## config.mk

```make
export PLATFORM = sky130hd
export DESIGN_NAME = mux16_bus_arbiter
export DESIGN_NICKNAME = d
export VERILOG_FILES = /design/src/rtl/mux16_bus_arbiter_pkg.sv /design/src/rtl/bit16_2to1mux.sv /design/src/rtl/mux16_bus_arbiter.sv
export SDC_FILE = /design/constraint.sdc
export NUM_CORES = 1
export LEC_CHECK = 0
export CAP_MARGIN = 25
export CORE_MARGIN = 5
export CORE_UTILIZATION = 60
export CTS_CLUSTER_SIZE = 10
export DETAILED_ROUTE_END_ITERATION = 8
export DONT_BUFFER_PORTS = 1
export GPL_ROUTABILITY_DRIVEN = 0
export MAX_ROUTING_LAYER = met4
export PLACE_DENSITY = 0.76
export SETUP_SLACK_MARGIN = 0.5
export SLEW_MARGIN = 25
export SYNTH_ARGS = -nofsm -noshare
export SYNTH_HDL_FRONTEND = slang
export SYNTH_SLANG_ARGS = --single-unit
```

## constraint.sdc

```tcl
create_clock -name clk -period 2.45 [get_ports clk]
set_clock_uncertainty 0.2 [all_clocks]
set_input_delay 0.1225 -clock clk [delete_from_list [all_inputs] [get_ports clk]]
set_output_delay 0.1225 -clock clk [all_outputs]
set_load 0.005 [all_outputs]
```

## src/rtl/mux16_bus_arbiter_pkg.sv

```systemverilog
// rtl/mux16_bus_arbiter_pkg.sv - shared state encodings and mux select constants
package mux16_bus_arbiter_pkg;

  typedef enum logic [1:0] {
    IDLE  = 2'b00,
    OWN_A = 2'b01,
    OWN_B = 2'b10
  } state_t;

  localparam logic SEL_A = 1'b0;
  localparam logic SEL_B = 1'b1;

endpackage

```

## src/rtl/bit16_2to1mux.sv

```systemverilog
// rtl/bit16_2to1mux.sv - 2:1 word mux, S=0 passes A, S=1 passes B
module bit16_2to1mux #(
  parameter int WIDTH = 16
) (
  input  logic             S,
  input  logic [WIDTH-1:0] A,
  input  logic [WIDTH-1:0] B,
  output logic [WIDTH-1:0] Y
);

  // Pure combinational select
  assign Y = S ? B : A;

endmodule

```

## src/rtl/mux16_bus_arbiter.sv

```systemverilog
// rtl/mux16_bus_arbiter.sv - round-robin two-requester arbiter with bounded bursts onto one registered bus
module mux16_bus_arbiter
  import mux16_bus_arbiter_pkg::*;
#(
  parameter int WIDTH     = 16,
  parameter int MAX_BURST = 4,
  parameter int CNT_W     = 2
) (
  input  logic             clk,
  input  logic             rst,
  input  logic             req_a,
  input  logic [WIDTH-1:0] data_a,
  input  logic             req_b,
  input  logic [WIDTH-1:0] data_b,
  output logic             gnt_a,
  output logic             gnt_b,
  output logic             sel,
  output logic [WIDTH-1:0] out_data,
  output logic             out_valid,
  output logic             out_src
);

  state_t           state, state_nx;
  logic [CNT_W-1:0] burst_cnt, burst_cnt_nx;
  logic             last_served, last_served_nx;
  logic             xfer;
  logic             tenure_end;
  logic [WIDTH-1:0] mux_out;

  // Grants come straight from the state flops, so they are registered
  assign gnt_a = (state == OWN_A);
  assign gnt_b = (state == OWN_B);
  assign sel   = gnt_b ? SEL_B : SEL_A;

  // A word moves whenever the owner is still requesting
  assign xfer       = (gnt_a & req_a) | (gnt_b & req_b);
  assign tenure_end = (burst_cnt == CNT_W'(MAX_BURST - 1));

  bit16_2to1mux #(.WIDTH(WIDTH)) u_mux (
    .S (sel),
    .A (data_a),
    .B (data_b),
    .Y (mux_out)
  );

  // Arbitration state, burst counter and round-robin history
  always_ff @(posedge clk) begin
    if (rst) begin
      state       <= IDLE;
      burst_cnt   <= '0;
      last_served <= SEL_B;
    end else begin
      state       <= state_nx;
      burst_cnt   <= burst_cnt_nx;
      last_served <= last_served_nx;
    end
  end

  // Next-state: idle ties go to the side not served last; full bursts hand over only if the other side waits
  always_comb begin
    state_nx       = state;
    burst_cnt_nx   = burst_cnt;
    last_served_nx = last_served;
    case (state)
      IDLE: begin
        burst_cnt_nx = '0;
        if (req_a && req_b) state_nx = (last_served == SEL_A) ? OWN_B : OWN_A;
        else if (req_a)     state_nx = OWN_A;
        else if (req_b)     state_nx = OWN_B;
      end
      OWN_A: begin
        if (!req_a) begin
          state_nx       = req_b ? OWN_B : IDLE;
          last_served_nx = SEL_A;
          burst_cnt_nx   = '0;
        end else if (tenure_end) begin
          burst_cnt_nx = '0;
          if (req_b) begin
            state_nx       = OWN_B;
            last_served_nx = SEL_A;
          end
        end else begin
          burst_cnt_nx = burst_cnt + 1'b1;
        end
      end
      OWN_B: begin
        if (!req_b) begin
          state_nx       = req_a ? OWN_A : IDLE;
          last_served_nx = SEL_B;
          burst_cnt_nx   = '0;
        end else if (tenure_end) begin
          burst_cnt_nx = '0;
          if (req_a) begin
            state_nx       = OWN_A;
            last_served_nx = SEL_B;
          end
        end else begin
          burst_cnt_nx = burst_cnt + 1'b1;
        end
      end
      default: begin
        state_nx     = IDLE;
        burst_cnt_nx = '0;
      end
    endcase
  end

  // Output register: captures the muxed word on a transfer, otherwise holds with valid low
  always_ff @(posedge clk) begin
    if (rst) begin
      out_data  <= '0;
      out_src   <= SEL_A;
      out_valid <= 1'b0;
    end else begin
      out_valid <= xfer;
      if (xfer) begin
        out_data <= mux_out;
        out_src  <= sel;
      end
    end
  end

endmodule

```

==> metrics <==
Reg area 462.9 um2; maximum buffer depth of the clock tree 2; most common cell after layout, fill and taps aside dlygate4sd3_1; Mapped Cells 120; largest family of logic cells by synthesized area compound AO/OA/AOI/OAI gates; final setup violation count 0; adder-cell area share of the yosys netlist 6.572%; Worst-path clk slew 0.15 ns; layout cells sized above 1 7.285%; power density over cell area 800.7 mW/mm2; final hold vios 0; Non-Filler Instances 176; hold crit path type input pin to flop; Highest Clock Rate 532.5 MHz; antenna violations before repair 0; Seq cells post-synth 23; Post-Syn Nets 162; TritonCTS Buffers 3; Final Instance Area 0.001529 mm2; Max Cap Viol 0; # diodes 0; Cells after DPL 137; # H-tree levels 1; IO Count 57; reg-to-reg startpoint state[1]$_SDFFE_PP0P_; worst relative slew slack 46.68%; CP Cell Sequence inv_1 -> ha_1 -> a22o_1 -> buf_8 -> nor2_1 -> a211oi_1; sequential area share after synthesis 40.31%; Core Region 0.001764 mm2; maximum vdd ir drop 610.2 uV; vias in the first global route 1099; Setup crit start kind flop; multi-input gate area in the final layout 604.3 um2; Synth Area per Inst 9.520 um2; Reg2Reg Depth 6; Tot GR Track Use 27.94%; CP Capture Point out_data[1]$_SDFFE_PP0P_; final WL 3.661 mm; post-DP HPWL 1.777 mm; num rows 15; Netlist Area Pre-Place 0.001142 mm2; initial core utilization 64.75%; complex-gate fraction of the synthesized area 18.84%; FF-to-FF End out_data[1]$_SDFFE_PP0P_; die area 0.002877 mm2; Slew Limit Fails 0; Die Width 53.64 um; Die Height 53.64 um; post-route ant nets 0; Starting DRT DRC Count 17; Fillers 96; RSZ-0062 raised after global routing false; worst hold slack 0.1156 ns; Area Growth Syn to Fin 33.84%; setup tns final 0 ns; Post-Synth Simple-Gate Area 12.81%; crit-path leading delay family compound AO/OA/AOI/OAI gates; Crit path largest cell delay 0.37 ns; CTS tree built; routed len/inst 20.80 um; DRC Markers 0; pin count of the biggest net entering global routing 34; Crit Path Max Fanout 33; Leak 0.5675 nW; IO buf count 0; post-synthesis xor/xnor area fraction 0%; final worst-path cycle share 76.66%; CP Depth 6; post-route total power 0.001224 W; status complete, no violations; Clock Sinks 23; crit end category flop; first-pass GRT wire length 5.444 mm; crit path launch state[1]$_SDFFE_PP0P_; DR pass1 iterations 4; mux share of post-synthesis cell area 14.02%; R2R setup slack 0.57 ns; Syn. warnings 0; slew at the pin closest to its max-slew limit 0.7971 ns; Critical path buffers and inverters 2; slowest cell on the critical path dfxtp_2; clk_lat worst skew 0.33 ns; Setup CP Type flop to flop; fin crit period 1.878 ns; commonest cells after routing, fill and taps aside dlygate4sd3_1, dfxtp_1, nor2_1, a211oi_1, mux2i_1; root buf cell clkbuf_4; via count 1069; fin nets 194; DP Area 0.001130 mm2; Worst EP arrival 1.91 ns; synth unique cells 28; via/cell ratio 6.074; WP data required 2.48 ns; Remaining Overflow, GRT 0
==> sequential cells by signal, summed over array words and instances, names as in the netlist <==
| signal | flops |
|---|---|
| state | 2 |
| out_data | 16 |
| last_served | 1 |
| burst_cnt | 2 |
| out_src | 1 |
| out_valid | 1 |
==> layer usage <==
| layer | global-route usage, % | vias up | wire (um) |
|---|---|---|---|
| met5 | - | - | 0 |
| met2 | 49.59 | 58 | 1858 |
| li1 | - | 500 | - |
| met1 | 29.54 | 503 | 1456 |
| met3 | 6.648 | 8 | 272 |
| met4 | 11.49 | 0 | 73 |
==> layout make-up <==
type | count | area share [%]
repair buffers | 38 | 25.12
clock inverters | 1 | 0.3273
flip-flops and latches | 23 | 30.28
inverters | 5 | 1.227
multi-input cells | 81 | 39.53
well taps | 25 | 2.046
clock buffers | 3 | 1.473
==> metrics by stage <==
| stage | utilization [%] | setup slack [ns] |
|---|---|---|
| 6_report | 86.67 | 0.5719 |
| 5_1_grt | 86.67 | 0.5069 |
| 4_1_cts | 85.46 | 0.5769 |
| 3_5_place_dp | 64.04 | 0.6041 |
| 3_3_place_gp | 64.04 | 0.6973 |
| 2_1_floorplan | - | 0.5220 |
==> cells by family (layout without fill, tap and decap cells) <==
| group | Yosys count | after routing |
|---|---|---|
| muxes | 16 | 16 |
| and+or+nand+nor | 30 | 30 |
| buffers and inverters | 16 | 47 |
| adders and majority gates | 6 | 6 |
| AOI/OAI and AO/OA | 29 | 29 |
| DFF | 23 | 23 |
==> synth_stat cells, drive strengths merged <==
| cell | count | share of area [%] |
|---|---|---|
| o21ai | 2 | 0.88 |
| o22a | 1 | 0.77 |
| buf | 8 | 4.8 |
| ha | 6 | 6.6 |
| o41ai | 1 | 0.77 |
| a22oi | 1 | 0.66 |
| nand3 | 1 | 0.44 |
| a211oi | 17 | 11 |
| nor3b | 1 | 0.66 |
| a221o | 1 | 0.88 |
| a32oi | 1 | 0.77 |
| a22o | 1 | 0.77 |
| clkbuf | 3 | 0.99 |
| nor2 | 17 | 5.6 |
| and4b | 1 | 0.88 |
| dfxtp | 23 | 40 |
| inv | 5 | 1.6 |
| and2 | 3 | 1.9 |
| nor4b | 1 | 0.77 |
| nand2 | 3 | 0.99 |
| mux2i | 16 | 14 |
| o311a | 1 | 0.88 |
| nor2b | 1 | 0.55 |
| nand2b | 2 | 1.1 |
| a21oi | 3 | 1.3 |
==> power breakdown <==
| group | total [W] | internal, W | switching, W |
|---|---|---|---|
| Sequential | 0.000546 | 0.000467 | 0.0000791 |
| Combinational | 0.000484 | 0.000225 | 0.000259 |
| Clock | 0.000194 | 0.0000614 | 0.000132 |
| Total | 0.00122 | 0.000753 | 0.000471 |
==> worst min path at each step <==
stage / startpoint / to / slack [ns] / depth (start not counted)
final: req_b / state[1]$_SDFFE_PP0P_ / 0.12 / 3
after global routing: req_b / state[0]$_SDFFE_PP0P_ / 0.13 / 4
after CTS: req_b / state[0]$_SDFFE_PP0P_ / 0.05 / 4
after detailed placement: rst / out_src$_SDFFE_PP0P_ / 0.0002 / 1
after global placement: rst / out_src$_SDFFE_PP0P_ / -0.004 / 1
after floorplan: rst / state[1]$_SDFFE_PP0P_ / 0.11 / 2
==> timing repair <==
action | in CTS | in global routing
endpoints found under the hold margin | 23 | 0
gates resized for setup | 0 | 6
setup endpoints to repair | 0 | 19
hold buffers | 35 | 0
setup buffers | 0 | 0
==> worst register-to-register path, cell delays in order, from the launching register on <==
cell,delay (ns)
dfxtp_2,0.37
inv_1,0.15
ha_1,0.24
a22o_1,0.22
buf_8,0.23
nor2_1,0.08
a211oi_1,0.29
Power figures use the tool's default switching activity.
